--- src/rtl/ca_pkg.sv ---
// Shared definitions for the cellular-automaton block controller and its users.
package ca_pkg;

  typedef enum logic [1:0] {
    OP_LOAD = 2'd0,
    OP_STEP = 2'd1,
    OP_DUMP = 2'd2,
    OP_NOP  = 2'd3
  } ca_op_e;

  typedef enum logic [2:0] {
    S_IDLE,
    S_LOAD_WAIT,
    S_LOAD_WR,
    S_STEP,
    S_DUMP_SET,
    S_DUMP_CAP,
    S_DUMP_OUT
  } ca_state_e;

  localparam int            CELLS_PER_BLOCK  = 8;
  localparam int            CA_ADDR_BITS     = 6;
  localparam logic [5:0]    CA_ADDR_UNDRIVEN = 6'h3F;

endpackage

--- src/rtl/ca_block_controller.sv ---
// Sequences LOAD / STEP / DUMP commands onto the automaton's pin interface,
// streaming one 8-cell block per beat.
module ca_block_controller
  import ca_pkg::*;
#(
  parameter int NUM_BLOCKS = 30,
  parameter int ADDR_BITS  = 6
) (
  input  logic                 clk,
  input  logic                 reset,
  input  logic                 cmd_valid,
  input  logic [1:0]           cmd_op,
  input  logic [7:0]           cmd_count,
  output logic                 cmd_ready,
  input  logic                 ld_valid,
  input  logic [7:0]           ld_data,
  output logic                 ld_ready,
  output logic                 dp_valid,
  output logic [7:0]           dp_data,
  output logic                 dp_last,
  input  logic                 dp_ready,
  output logic [7:0]           ca_data_in,
  output logic                 ca_we_n,
  output logic                 ca_halt_n,
  output logic [ADDR_BITS-1:0] ca_addr,
  input  logic [7:0]           ca_data_out,
  output logic                 busy
);

  localparam logic [ADDR_BITS-1:0] LAST_IDX = ADDR_BITS'(NUM_BLOCKS - 1);

  ca_state_e            state, state_n;
  logic [ADDR_BITS-1:0] idx;
  logic [7:0]           step_cnt;
  logic                 cmd_fire;

  // All-ones reads as "undriven" to the automaton, so never put it on the bus.
  function automatic logic [ADDR_BITS-1:0] safe_addr(input logic [ADDR_BITS-1:0] a);
    return (&a) ? '0 : a;
  endfunction

  assign cmd_fire = cmd_valid & cmd_ready;

  always_ff @(posedge clk) begin
    if (reset) state <= S_IDLE;
    else       state <= state_n;
  end

  always_comb begin
    state_n = state;
    case (state)
      S_IDLE:
        if (cmd_valid) begin
          case (ca_op_e'(cmd_op))
            OP_LOAD: state_n = S_LOAD_WAIT;
            OP_STEP: state_n = (cmd_count != 8'd0) ? S_STEP : S_IDLE;
            OP_DUMP: state_n = S_DUMP_SET;
            default: state_n = S_IDLE;
          endcase
        end
      S_LOAD_WAIT: if (ld_valid) state_n = S_LOAD_WR;
      S_LOAD_WR:   state_n = (idx == LAST_IDX) ? S_IDLE : S_LOAD_WAIT;
      S_STEP:      state_n = (step_cnt <= 8'd1) ? S_IDLE : S_STEP;
      S_DUMP_SET:  state_n = S_DUMP_CAP;
      S_DUMP_CAP:  state_n = S_DUMP_OUT;
      S_DUMP_OUT:  if (dp_ready) state_n = dp_last ? S_IDLE : S_DUMP_SET;
      default:     state_n = S_IDLE;
    endcase
  end

  always_comb begin
    cmd_ready = (state == S_IDLE) | reset;
    ld_ready  = (state == S_LOAD_WAIT) & ~reset;
    busy      = (state != S_IDLE) & ~reset;
  end

  // Pin strobes follow the next state so they line up exactly with the state.
  always_ff @(posedge clk) begin
    if (reset) begin
      idx        <= '0;
      step_cnt   <= '0;
      ca_data_in <= '0;
      ca_we_n    <= 1'b1;
      ca_halt_n  <= 1'b0;
      ca_addr    <= '0;
      dp_valid   <= 1'b0;
      dp_data    <= '0;
      dp_last    <= 1'b0;
    end else begin
      ca_we_n   <= (state_n != S_LOAD_WR);
      ca_halt_n <= (state_n == S_STEP);
      case (state)
        S_IDLE:
          if (cmd_fire) begin
            idx      <= '0;
            step_cnt <= cmd_count;
            if (ca_op_e'(cmd_op) == OP_DUMP) ca_addr <= '0;
          end
        S_LOAD_WAIT:
          if (ld_valid) begin
            ca_data_in <= ld_data;
            ca_addr    <= safe_addr(idx);
          end
        S_LOAD_WR: idx <= idx + 1'b1;
        S_STEP:    if (step_cnt != 8'd0) step_cnt <= step_cnt - 1'b1;
        S_DUMP_CAP: begin
          dp_data  <= ca_data_out;
          dp_last  <= (idx == LAST_IDX);
          dp_valid <= 1'b1;
        end
        S_DUMP_OUT:
          if (dp_ready) begin
            dp_valid <= 1'b0;
            dp_last  <= 1'b0;
            if (!dp_last) begin
              idx     <= idx + 1'b1;
              ca_addr <= safe_addr(idx + 1'b1);
            end
          end
        default: ;
      endcase
    end
  end

endmodule
--- config.mk ---
export PLATFORM = sky130hd
export DESIGN_NAME = ca_block_controller
export DESIGN_NICKNAME = d
export VERILOG_FILES = /design/src/rtl/ca_pkg.sv /design/src/rtl/ca_block_controller.sv
export SDC_FILE = /design/constraint.sdc
export NUM_CORES = 1
export LEC_CHECK = 0
export CAP_MARGIN = 0
export CORE_UTILIZATION = 35
export CTS_CLUSTER_SIZE = 25
export DETAILED_ROUTE_END_ITERATION = 6
export GPL_TIMING_DRIVEN = 0
export HOLD_SLACK_MARGIN = 0.03
export PLACE_DENSITY = 0.62
export SLEW_MARGIN = 0
export SYNTH_ARGS = -nofsm -noshare
export SYNTH_HDL_FRONTEND = slang
export SYNTH_SLANG_ARGS = --single-unit
export TNS_END_PERCENT = 5
--- constraint.sdc ---
create_clock -name clk -period 2.85 [get_ports clk]
set_input_delay 0.57 -clock clk [delete_from_list [all_inputs] [get_ports clk]]
set_output_delay 0.57 -clock clk [all_outputs]
set_load 0.03 [all_outputs]
## Word level (Yosys, flattened, before mapping)

Index checks and enable logic that the tools add are counted.

| word-level totals | value |
|---|---|
| register bits after elaboration | 43 |
| bits in latches | 0 |
| bits in writable memories | 0 |
| bits in read-only memories | 0 |
| bits of input ports | 31 |
| output and inout bits | 29 |
| logic and storage cells | 78 |
| memories kept | 0 |

| operators by class | value |
|---|---|
| add/subtract/negate cells | 2 |
| multipliers | 0 |
| divide/modulo/power cells | 0 |
| $lt $le $gt $ge | 1 |
| equality and inequality tests | 17 |
| shift operators | 0 |
| mux-type cells | 27 |
| bitwise gates (word level) | 5 |
| reduce and logical (&&, ||, !) cells | 16 |

Operators with widths:

| cell | count |
|---|---|
| $mux 6 | 10 |
| $pmux 6 s3 | 2 |
| $pmux 3 s7 | 1 |
| $reduce_and 6->1 | 3 |
| $mux 8 | 2 |
| $pmux 8 s2 | 1 |
| $reduce_bool 8->1 | 2 |
| $mux 3 | 4 |
| $ne 2x2->1 const B | 5 |
| $eq 3x2->1 const B | 3 |
| $eq 3x3->1 const B | 3 |
| $pmux 3 s3 | 1 |
| $reduce_bool 3->1 | 3 |
| $le 8x1->1 const B | 1 |
| $sub 8x1->8 const B | 1 |
| $add 6x1->6 const B | 1 |
| $eq 6x5->1 const B | 1 |
| $mux 2 | 2 |
| $pmux 1 s2 | 2 |
| $reduce_and 2->1 | 2 |
| $reduce_and 4->1 | 1 |
| $reduce_bool 2->1 | 2 |
| $and 1x1->1 | 3 |
| $eq 3x1->1 const B | 1 |
| other kinds (10) | 11 |

## Depth between registers and ports, before layout

| depth | value |
|---|---|
| word-level depth | 6 |
| mapped depth | 8 |

## Worst setup path after synthesis

Ideal clock, no wire load.

| path | value |
|---|---|
| kind | reg-to-output |
| start | reg state[0] |
| end | out busy |
| arrival | 1.263 ns |
| data required time | 2.280 ns |
| setup slack | 1.017 ns |
| stages on the path, launching flop included | 5 |
| buffers on the path | 1 |
| cell sequence | dfxtp_1 buf_2 nor2_1 or2_2 inv_1 |

| between the ends | value |
|---|---|
| cells in the longest elaborated chain, start to end | 2 |

RTL lines:

| what | line | text |
|---|---|---|
| from (decl) | ca_block_controller.sv:32 | `ca_state_e state, state_n;` |
| from (signal assigned) | ca_block_controller.sv:46 | `else state <= state_n;` |
| $reduce_bool 3->1 | ca_block_controller.sv:74 | `busy = (state != S_IDLE) & ~reset;` |
| $and 1x1->1 | ca_block_controller.sv:74 |  |
| to (decl) | ca_block_controller.sv:27 | `output logic busy` |

No other way between the ends.

## Worst setup path after layout

Same ends and word-level chain as after synthesis.

==> results.ini <==
[power]
finalPower_uw=1650
pwr-share-seq_pct=40.6
leakagePower_uw=0.00110
power_frac_comb_pct=24.9
p_sw_uw=486
p_int_uw=1170
swShare_pct=29.4
p_clk_share_pct=34.5
p_per_area_nw_per_um2=528
peakVddDrop_mv=0.281

[timing]
drv_slew=0
min_period_over_period_pct=96.2
clock_skew_ns=0.00267
finalHoldViolations=0
fmax_ghz=0.365
period_needed_ns=2.74
slew_headroom_pct=60.4
hold_slack_ns=0.457
worst_slew_pin_slew_ns=0.595
setup_viol_count_final=0
grt_setup_unrepaired=no
fin_ws_ns=0.109

[synthesis]
netlist-cell-type-count=52
syn_avg_cell_area_sq_um=7.67
synth_nets=337
netlist_area_sq_um=2310
yosysWarningCount=0
synthFlopType=dfxtp_1
synth.area.top_cells=dfxtp_1 37%, a21oi_1 7.4%, nand2_1 6.7%
synth_top_cell_by_area=dfxtp_1
synthArstFlopShare_pct=0
ys_seq_area_share_pct=37.3
synth_top_area_share_pct=37.3
synth-seq-cells=43
synth-edff-count=0
synth_cells=301

[clocking]
clock_latency_ns=0.30
cts_setup_buffers=0
cts_buffers=5
cts_tree=done
htree_levels=2
root_buffer=clkbuf_8
clk_path_buf_depth=2
cts_sinks=43
cts_hold_buf=0
cts.clk_slew.worst_paths_ns=0.08

[route]
vias_per_cell=5.21
drt_iter0_markers=124
antenna_left=0
vias=2318
route.detailed.drc=0
dr.pass1.iters=5
wl_microns=6240
wire_per_inst_microns=14.0

[placed_design]
post_dp_cell_area_sq_um=3000
hpwl_microns=4510
place.gp.congestion=0.814
io_buffers=59
place_ws_ns=-0.0381

[global_routing]
grt_pass1_vias=2137
grt_usage_pct=18.6
antenna_found_initial=0
grt_pass1_wl_microns=10500
grt-ovfl-total=0
grt_max_degree=14

[setup_path]
crit_path_end_kind=primary output
slowest_stage=clkdlybuf4s50_1
worstReg2RegStart=step_cnt[0]
crit_path_start=state[0]
cp.required_ns=2.28
arrival_ns=2.17
worstSetupPathType=reg2out
slowest_delay_ns=0.65
critPathMaxFanout=10
startpoint_type=register
cp.buffers_inverters=3
crit_chain=buf_2 -> nor2_1 -> or2_2 -> inv_1 -> clkdlybuf4s50_1
critical_path.top_delay_family=buffers and inverters

[outcome]
outcome=finished, final reports clean

[layout]
syn2layout_area_growth_pct=35.5
drive_gt1_share_pct=7.88
fin_nets=403
design_area_sq_um=3130
n_antenna_cell=0

[floorplanning]
num_rows=29
die_area_sq_um=6930
die-height_microns=83.2
io_pins=60
core-area_sq_um=6350
die_w_microns=83.2
initial_utilization_pct=36.4

[hold_path]
hp-class=reg2reg
min-delay-start=ca_data_in[4]

[run]
max_cap_viol_count=0

-- cells in the mapped netlist, drive strengths merged (6+ instances only) --
cell type and count:
dfxtp 43, nand2 41, nor2 36, a21oi 34, nand3 17, o21ai 16, buf 12, nor3 11
inv 10, a221oi 7, clkbuf 6
-- cell type report --
class | count | area, sq um
Buffer | 18 | 88.8
Clock buffer | 6 | 72.6
Clock inverter | 2 | 60.1
Fill cell | 616 | 3220
Inverter | 10 | 37.5
Multi-Input combinational cell | 230 | 1320
Sequential cell | 43 | 861
Tap cell | 77 | 96.3
Timing Repair Buffer | 59 | 591
-- sequential cells by signal, summed over array words and instances, names as in the netlist, 3 cells and up --
name and cells:
ca_addr 6, ca_data_in 8, dp_data 8, idx 6, state 3, step_cnt 8
-- worst paths after layout --
| check | endpoint | slack (ns) | depth (start not counted) |
|---|---|---|---|
| hold reg to reg | ca_data_in[4] | 0.46 | 2 |
| hold / removal | ca_data_in[4] | 0.46 | 2 |
| setup / recovery | busy | 0.11 | 5 |
| setup reg to reg | step_cnt[6] | 0.78 | 8 |
-- worst register-to-register path, delay by kind of cell (launching register included) --
| kind | cells | cell delay, ns |
|---|---|---|
| flops | 1 | 0.41 |
| compound gates | 4 | 0.80 |
| simple gates | 1 | 0.19 |
| buf+inv | 2 | 0.33 |
| fa+ha+maj | 1 | 0.24 |
-- cell families (layout without fill, tap and decap cells) --
kind of cell    Yosys count  after routing  share of synthesized area, %
simple gates            139            139                          30.2
compound gates           82             82                          22.9
flops                    43             43                          37.3
buf+inv                  28             95                          5.42
fa+ha+maj                 5              5                          2.71
xor+xnor                  3              3                          1.14
mux                       1              1                         0.433
-- timing repair --
item,4_1_cts,5_1_grt
hold endpoints to repair,0,0
endpoints found under the setup margin,1,0
resized for setup,1,0
-- metrics by stage --
step	util, %	setup TNS (ns)	std cells
after global placement	47.2	-0.0420	437
final	49.3	0	445
after floorplan	-	0	301
after CTS	49.3	0	445
after detailed placement	47.2	-0.0381	437
after global routing	49.3	0	445
-- power by group through the flow --
stage	logic, uW	clock network, uW	registers, uW
final	412	569	671
after global routing	450	614	678
after CTS	412	582	670
after detailed placement	409	0	684
after global placement	407	0	683
after floorplan	222	0	717
-- layout by cell type, fill, tap and decap left out, types with 3 or more instances in the layout --
cell              n
a211oi_1          3
a21o_1            4
a21oi_1          34
a221oi_1          7
a22o_1            3
a22oi_1           3
buf_1             4
buf_2             4
buf_4             4
clkbuf_1          6
clkbuf_8          5
clkdlybuf4s50_1  59
dfxtp_1          43
ha_1              5
inv_1            10
nand2_1          41
nand2b_1          5
nand3_1          16
nand3b_1          5
nor2_1           36
nor3_1            9
nor4_1            3
o21ai_0          16
-- layer usage --
| metal | share of wire [%] | wire (microns) | vias up | GRT usage [%] |
|---|---|---|---|---|
| met1 | 48 | 2970 | 1067 | 25.4 |
| met2 | 47 | 2940 | 49 | 29.4 |
| met5 | 0 | 0 | - | 0 |
| met3 | 4.1 | 253 | 8 | 3.78 |
| met4 | 1.2 | 75 | 0 | 5.96 |
| li1 | - | - | 1194 | - |
No activity file was read; power rests on OpenSTA's default activity.
